===== config.mk =====
export PLATFORM = sky130hd
export DESIGN_NAME = l0_maxpool
export DESIGN_NICKNAME = d
export VERILOG_FILES = /design/src/rtl/l0_maxpool.sv
export SDC_FILE = /design/constraint.sdc
export NUM_CORES = 1
export LEC_CHECK = 0
export CAP_MARGIN = 0
export CELL_PAD_IN_SITES_DETAIL_PLACEMENT = 1
export CELL_PAD_IN_SITES_GLOBAL_PLACEMENT = 1
export CORE_UTILIZATION = 42
export DETAILED_ROUTE_END_ITERATION = 10
export PLACE_DENSITY = 0.83
export SYNTH_ARGS = -nofsm -noshare
export SYNTH_HDL_FRONTEND = slang
export SYNTH_SLANG_ARGS = --single-unit

===== constraint.sdc =====
create_clock -name clk -period 2.3 [get_ports clk]
set_clock_uncertainty 0.1 [all_clocks]
set_input_delay 0.46 -clock clk [delete_from_list [all_inputs] [get_ports clk]]
set_output_delay 0.46 -clock clk [all_outputs]
set_load 0.01 [all_outputs]

===== src/rtl/l0_maxpool.sv =====
// -----------------------------------------------------------------------------
// l0_maxpool : 2x2 max-pool stage between layer_0 and layer_1.
//
// Each window arrives as four din_vld samples per channel. The block keeps a
// running unsigned maximum per channel and re-widths the window result to
// OUT_W. It queues {last, ch1, ch0} in a small FIFO and presents the FIFO head
// to layer_1 over a valid/ready handshake.
//
// Build option:
//   L0_POOL_SAT_EN  defined   -> results above 2^OUT_W-1 saturate to all ones
//                   undefined -> results wrap (upper bits discarded)
//
// Ports:
//   clk, rst_n        clock (rising edge), asynchronous active-low reset
//   clr               synchronous frame abort; overrides din_vld and pop
//   din_vld           din_0/din_1 carry one window sample this cycle
//   din_0, din_1      IN_W-bit unsigned channel samples
//   bsy_out           upstream must not start a new window
//   dout_vld          FIFO head valid
//   dout_rdy          consumer accepts the head
//   dout_0, dout_1    OUT_W-bit pooled results (FIFO head, 0 when empty)
//   dout_last         head is the last pooled output of the frame
//   ovf               sticky: a pooled result was dropped on a full FIFO
// -----------------------------------------------------------------------------
module l0_maxpool #(
   parameter int IN_W       = 18,
   parameter int OUT_W      = 9,
   parameter int FIFO_DEPTH = 4,
   parameter int POOL_N     = 169
) (
   input  logic             clk,
   input  logic             rst_n,
   input  logic             clr,
   input  logic             din_vld,
   input  logic [IN_W-1:0]  din_0,
   input  logic [IN_W-1:0]  din_1,
   output logic             bsy_out,
   output logic             dout_vld,
   input  logic             dout_rdy,
   output logic [OUT_W-1:0] dout_0,
   output logic [OUT_W-1:0] dout_1,
   output logic             dout_last,
   output logic             ovf
);

   localparam int PW = $clog2(FIFO_DEPTH);
   localparam int CW = PW + 1;
   localparam int NW = $clog2(POOL_N);

   typedef struct packed {
      logic             last;
      logic [OUT_W-1:0] d1;
      logic [OUT_W-1:0] d0;
   } entry_t;

   logic [1:0]      smp_cnt;
   logic [IN_W-1:0] max_0, max_1;
   logic [IN_W-1:0] pool_0, pool_1;
   logic [NW-1:0]   pool_cnt;
   entry_t          mem [FIFO_DEPTH];
   logic [PW-1:0]   wr_ptr, rd_ptr;
   logic [CW-1:0]   fifo_cnt;
   logic [CW:0]     occ;
   logic            push_req, push_ok, pop, full, last;
   entry_t          head;

   function automatic logic [OUT_W-1:0] q(input logic [IN_W-1:0] x);
`ifdef L0_POOL_SAT_EN
      if (x > IN_W'((1 << OUT_W) - 1)) q = '1;
      else                             q = OUT_W'(x);
`else
      q = OUT_W'(x);
`endif
   endfunction

   // NOTE: combinational blocks assign every output on every path so no latch
   // is inferred; here the ternaries cover all cases.
   always_comb begin
      pool_0   = (din_0 > max_0) ? din_0 : max_0;
      pool_1   = (din_1 > max_1) ? din_1 : max_1;
      full     = (fifo_cnt == CW'(FIFO_DEPTH));
      dout_vld = (fifo_cnt != '0);
      pop      = dout_vld & dout_rdy;
      push_req = din_vld & (smp_cnt == 2'd3);
      // A pop in the same cycle frees the slot, so a full FIFO still accepts.
      push_ok  = push_req & (~full | pop);
      last     = (pool_cnt == NW'(POOL_N - 1));
      // A window in progress already owns a slot it will need.
      occ      = {1'b0, fifo_cnt} + {{CW{1'b0}}, (smp_cnt != 2'd0)};
      bsy_out  = (occ >= (CW+1)'(FIFO_DEPTH));
      head     = mem[rd_ptr];
      dout_0    = dout_vld ? head.d0   : '0;
      dout_1    = dout_vld ? head.d1   : '0;
      dout_last = dout_vld ? head.last : 1'b0;
   end

   // NOTE: state registers use non-blocking assignments so every read in this
   // block sees the pre-edge value, whatever the statement order.
   always_ff @(posedge clk or negedge rst_n) begin
      if (!rst_n) begin
         smp_cnt  <= '0;
         max_0    <= '0;
         max_1    <= '0;
         pool_cnt <= '0;
         wr_ptr   <= '0;
         rd_ptr   <= '0;
         fifo_cnt <= '0;
         ovf      <= 1'b0;
         // NOTE: the FIFO storage is reset too; it is tiny and this keeps
         // every register in a known state out of reset.
         for (int i = 0; i < FIFO_DEPTH; i++) mem[i] <= '0;
      end else if (clr) begin
         smp_cnt  <= '0;
         max_0    <= '0;
         max_1    <= '0;
         pool_cnt <= '0;
         wr_ptr   <= '0;
         rd_ptr   <= '0;
         fifo_cnt <= '0;
         ovf      <= 1'b0;
         for (int i = 0; i < FIFO_DEPTH; i++) mem[i] <= '0;
      end else begin
         if (din_vld) begin
            smp_cnt <= smp_cnt + 2'd1;
            if (smp_cnt == 2'd0) begin
               max_0 <= din_0;
               max_1 <= din_1;
            end else begin
               max_0 <= pool_0;
               max_1 <= pool_1;
            end
         end

         // The frame position advances even when the entry itself is dropped.
         if (push_req) pool_cnt <= last ? '0 : pool_cnt + NW'(1);

         if (push_ok) begin
            mem[wr_ptr] <= '{last: last, d1: q(pool_1), d0: q(pool_0)};
            wr_ptr      <= wr_ptr + PW'(1);
         end
         if (pop) rd_ptr <= rd_ptr + PW'(1);

         case ({push_ok, pop})
            2'b10:   fifo_cnt <= fifo_cnt + CW'(1);
            2'b01:   fifo_cnt <= fifo_cnt - CW'(1);
            default: fifo_cnt <= fifo_cnt;
         endcase

         if (push_req && !push_ok) ovf <= 1'b1;
      end
   end

endmodule


# Yosys cells after proc, flatten, opt, wreduce, memory -nomap -nowiden
# Index checks and enable logic that the tools add are counted.
[word_totals]
register_bits = 130
latch_bits = 0
mem_bits_rw = 0
romBits = 0
out_inout_bits = 22
elab_cells = 95
memories = 0
[classes]
n_addsub = 7
n_mul = 0
div_mod_pow = 0
magnitude_cmp = 6
eq_ne = 5
n_shift = 0
muxes = 32
bitwise_logic = 7
reduce_logical = 16
[op_table]
columns = ["cell", "n"]
rows = [
  ["2-to-1 mux 76 bit", 2],
  ["2-to-1 mux 18 bit", 8],
  ["bitwise mux 76 bit", 1],
  ["2-to-1 mux 19 bit", 3],
  ["binary-select mux 19 bit (select 2 bit)", 1],
  ["demux 19 bit (select 2 bit)", 1],
  ["greater-than comparator 18 bit", 2],
  ["2-to-1 mux 8 bit", 3],
  ["2-to-1 mux 9 bit", 2],
  ["2-to-1 mux 2 bit", 6],
  ["nonzero test 2 bit", 6],
  ["nonzero test 3 bit", 4],
  ["adder 8 x 1 -> 8 bit (second input constant)", 1],
  ["equality test 8 bit (second input constant)", 1],
  ["adder 2 x 1 -> 2 bit (second input constant)", 3],
  [">= comparator 3 bit (second input constant)", 2],
  ["inverter 2 -> 3 bit", 2],
  ["case mux 3 bit (2 select lines)", 1],
  ["adder 3 x 1 -> 4 bit", 1],
  ["equality test 2 bit (second input constant)", 2],
  [">= comparator 4 x 3 -> 1 bit (second input constant)", 1],
  ["AND reduction 2 bit", 2],
  ["adder 3 x 1 -> 3 bit (second input constant)", 1],
  ["AND 1 bit", 3],
  ["11 further kinds", 14],
]

# Longest topological paths before layout
[depth]
ltp_word = 8
depth_mapped = 11
depth_no_buf = 8

# Worst setup path before layout
# OpenSTA, ideal clock, no wires.
[synth_path]
path_kind = "input -> register"
start = "input din_1[17]"
end = "register mem[28] (netlist bit)"
setup_ps = 138
arrival_time_ps = 2165
path_slack_ps = -103
path_stages = 9
path_buffers = 2
path_cell_list = "ha_1 -> nand4_1 -> nor4_1 -> and3_1 -> clkbuf_2 -> clkbuf_1 -> nor2_1 -> mux2i_1 -> o22ai_1"
[synth_via]
elab_chain_len = 5
[synth_lines]
columns = ["element", "line", "rtl"]
rows = [
  ["start, declared", "36", "input logic [IN_W-1:0] din_1,"],
  ["greater-than comparator 18 bit", "80", "pool_1 = (din_1 > max_1) ? din_1 : max_1;"],
  ["2-to-1 mux 18 bit", "80", ""],
  ["bitwise mux 76 bit", "138", "mem[wr_ptr] <= '{last: last, d1: q(pool_1), d0: q(pool_0)};"],
  ["2-to-1 mux 76 bit", "137", "if (push_ok) begin"],
  ["2-to-1 mux 76 bit", "112", "end else if (clr) begin"],
  ["end signal, assigned by index", "138", ""],
  ["end, declared", "60", "entry_t mem [FIFO_DEPTH];"],
]
# No other way between the ends. The select of a mux whose other input is x is not followed.
# A chain may end at the register's enable or synchronous reset.

# Worst setup path in the final report
[layout_path]
start = "register max_1[17]"
end = "register mem[36] (netlist bit)"
[layout_via]
elab_chain_len = 5
[layout_lines]
columns = ["element", "line", "rtl"]
rows = [
  ["start, declared", "57", "logic [IN_W-1:0] max_0, max_1;"],
  ["start signal, assigned", "127", "max_1 <= din_1;"],
  ["start signal, assigned", "130", "max_1 <= pool_1;"],
  ["greater-than comparator 18 bit", "80", ""],
  ["2-to-1 mux 18 bit", "80", ""],
  ["bitwise mux 76 bit", "138", ""],
  ["2-to-1 mux 76 bit", "137", ""],
  ["2-to-1 mux 76 bit", "112", ""],
]
# No other way between the ends. The select of a mux whose other input is x is not followed.

==> impl_results.md <==
* Fin. max-slew vios at 0
* Max cap viols at 0
* CP startpoint kind: flip-flop
* Hold Crit Depth at 3
* Bufs on Longest Clock Path at 2
* Adder-cell share of the synthesized area at 0.0711
* Die Y at 140 um
* Measured slew at the worst slew-check pin at 0.544 ns
* Area contributors post-synth: dfrtp_1, ha_1, mux2i_1
* Sequential share of the synthesized area at 0.405
* Storage element area at 3250 um2
* Cell Rows at 50
* Clock sink count at 130
* Initial Utilization at 0.429
* Initial drt markers at 744
* Chip width at 140 um
* Compound-cell area share of the yosys netlist at 0.143
* Avg Inst Size Synth at 9.67 um2
* Dpl cell area at 9990 um2
* Number of routed nets with antenna violations at 0
* GPL Wtd Cong at 0.771
* Critical path required time at 2.49 ns
* Cell area after synthesis at 8020 um2
* Clock-pin transition on the worst setup and hold timing paths at 0.06 ns
* CTS tree: yes
* Peak VDD IR at 0.505 mV
* Via Count at 8,035
* Count leader, synth: dfrtp_1
* Yosys top cell by area: dfrtp_1
* Most common library cells after synthesis: dfrtp_1, a21oi_1, nand2b_1, and3_1, o22ai_1
* H-tree depth at 4
* Worst setup EP type: flip-flop
* EDFF count, synth at 0
* Top_reg_cell synth: dfrtp_1
* All-Layer GR Usage at 0.339
* Worst min path class: primary input to flip-flop
* Clk root buf: clkbuf_16
* Core Util, Final at 0.617
* Static leakage power at 5.29 nW
* Synth Warn # at 0
* Yosys reg bits at 130
* Nets at 1,089
* Antenna violations before repair at 1
* Pwr Total at 7.76 mW
* Final wirelength at 34,900 um
* Vias per cell at 6.43
* Main combinational cell family by area after synthesis: simple AND/OR/NAND/NOR gates
* R2R depth at 11
* Io pins at 63
* Crit path DAT at 2.82 ns
* Mux cell area share after synthesis at 0.123
* Core ar. at 18,700 um2
* Final Setup Violations at 127
* CP Class: flip-flop to flip-flop
* Pre-CTS WS at -0.928 ns
* DRT Pass-1 Iters at 4
* Relative slew slack at 0.634
* Worst-Skew Late Latency at 0.44 ns
* First-pass GRT wire length at 50,400 um
* Syn Nets at 916
* Footprint of the multi-input gates at 5080 um2
* Cell variety after synth at 48
* Routed len/inst at 27.9 um
* CTS Buf Count at 17
* Max Clk Rate at 380 MHz
* Pwr dens at 673 nW/um2
* Global route overflow at 0
* Status: finished, violations left
* Input/output buffers at 62
* Tmin final at 2.63 ns
* Design area at 11,500 um2
* Area share of xor/xnor cells in the synthesized design at 0.00655
* DR DRC count at 0
* Tcrit/Tclk final at 1.14
* Final TNS setup at -23.48 ns
* RSZ-0062 raised after global routing: yes
* Hpwl dp at 18,000 um
* Post-Synthesis Cells at 830
* Ant. Diodes at 0
* Final Hold Fails at 0
* Failing checks: setup timing
* Die ar. at 19,700 um2
* Yosys top cell area share at 0.405
* Fill cells at 1,926
* P&R area growth vs syn at 43.7%
* Post-synth ARST share at 1.00
* Area share of and/or/nand/nor cells after synthesis at 0.195
* Largest net degree at the start of global routing at 108
* CP max FO at 10
* Vias in the first global route at 8,659
* Fraction of layout cells with a size suffix above 1 at 0.325
* Setup slack after layout at -0.333 ns
[final cells by class]
class	count	share of cell area
inverters	47	0.0153
flip-flops and latches	130	0.282
well taps	234	0.0254
clock inverters	9	0.0152
clock buffers	23	0.0423
multi-input cells	595	0.441
repair buffers	212	0.179
[logic make-up after synthesis]
kind of cell,Yosys count
fa+ha+maj,45
simple gates,273
compound gates,196
xor+xnor,6
buf+inv,105
flops,130
mux,75
[state kept, by name, summed over array words and instances (netlist names)]
register,flops
max_1,18
rd_ptr,2
pool_cnt,8
smp_cnt,2
fifo_cnt,3
max_0,18
wr_ptr,2
mem,76
ovf,1
[metrics by stage]
step | hold slack, ns | cells
2_1_floorplan | 0.0644 | 830
3_3_place_gp | 0.317 | 1184
3_5_place_dp | 0.319 | 1184
4_1_cts | 0.355 | 1239
5_1_grt | 0.362 | 1250
6_report | 0.347 | 1250
[cell usage in the layout, fill, tap and decap left out, types with 19 or more instances in the layout]
| cell type | Yosys | final |
|---|---|---|
| dfrtp_1 | 130 | 129 |
| buf_4 | 2 | 115 |
| a21oi_1 | 90 | 86 |
| nand2b_1 | 75 | 75 |
| and3_1 | 69 | 68 |
| o22ai_1 | 66 | 49 |
| mux2i_1 | 55 | 41 |
| inv_1 | 47 | 33 |
| dlygate4sd2_1 | 0 | 31 |
| nand2_1 | 29 | 29 |
| nor2_1 | 31 | 28 |
| ha_4 | 0 | 25 |
| buf_6 | 3 | 25 |
| buf_12 | 1 | 21 |
| mux4_2 | 19 | 19 |
| ha_1 | 44 | 19 |
| clkbuf_16 | 0 | 19 |
[report_power, final]
group | switching (mW) | internal [mW]
clock | 1.14 | 2.04
combinational | 1.12 | 1.02
sequential | 0.0707 | 2.37
total | 2.33 | 5.43
[per-layer routing]
metal / track usage / vias up / wire (um)
met4: 0.188 / 0 / 1820
met3: 0.0639 / 172 / 2390
met5: 0 / - / 0
li1: - / 3327 / -
met2: 0.576 / 502 / 17300
met1: 0.407 / 4034 / 13400
[worst paths after layout]
path | startpoint | endpoint | slack, ns
min reg2reg | ovf | ovf | 0.43
min | din_0[16] | max_0[16] | 0.35
min in group asynchronous | rst_n | fifo_cnt[0] | 0.41
max in group asynchronous | rst_n | mem[9] | 1.02
max | max_1[17] | mem[36] | -0.33
max reg2reg | max_1[17] | mem[36] | -0.33
[worst max-delay path, cell delays in order (launching register included)]
cell and delay, ns:
dfrtp_1 0.39, inv_2 0.08, ha_4 0.28, nand4_1 0.15, nor4_2 0.36, and3_1 0.23
buf_4 0.18, buf_4 0.19, nor2b_1 0.08, mux2i_1 0.16, buf_4 0.19, o22ai_2 0.09
[timing repair]
| item | CTS | global route |
|---|---|---|
| setup endpoints to repair | 130 | 129 |
| hold endpoints to repair | 22 | 0 |
| gates resized for setup | 190 | 68 |
| hold buffers | 1 | 0 |
| gates cloned | 3 | 2 |
| buffers inserted | 20 | 12 |
| pin swaps | 51 | 27 |
(Power assumes the default switching activity.)
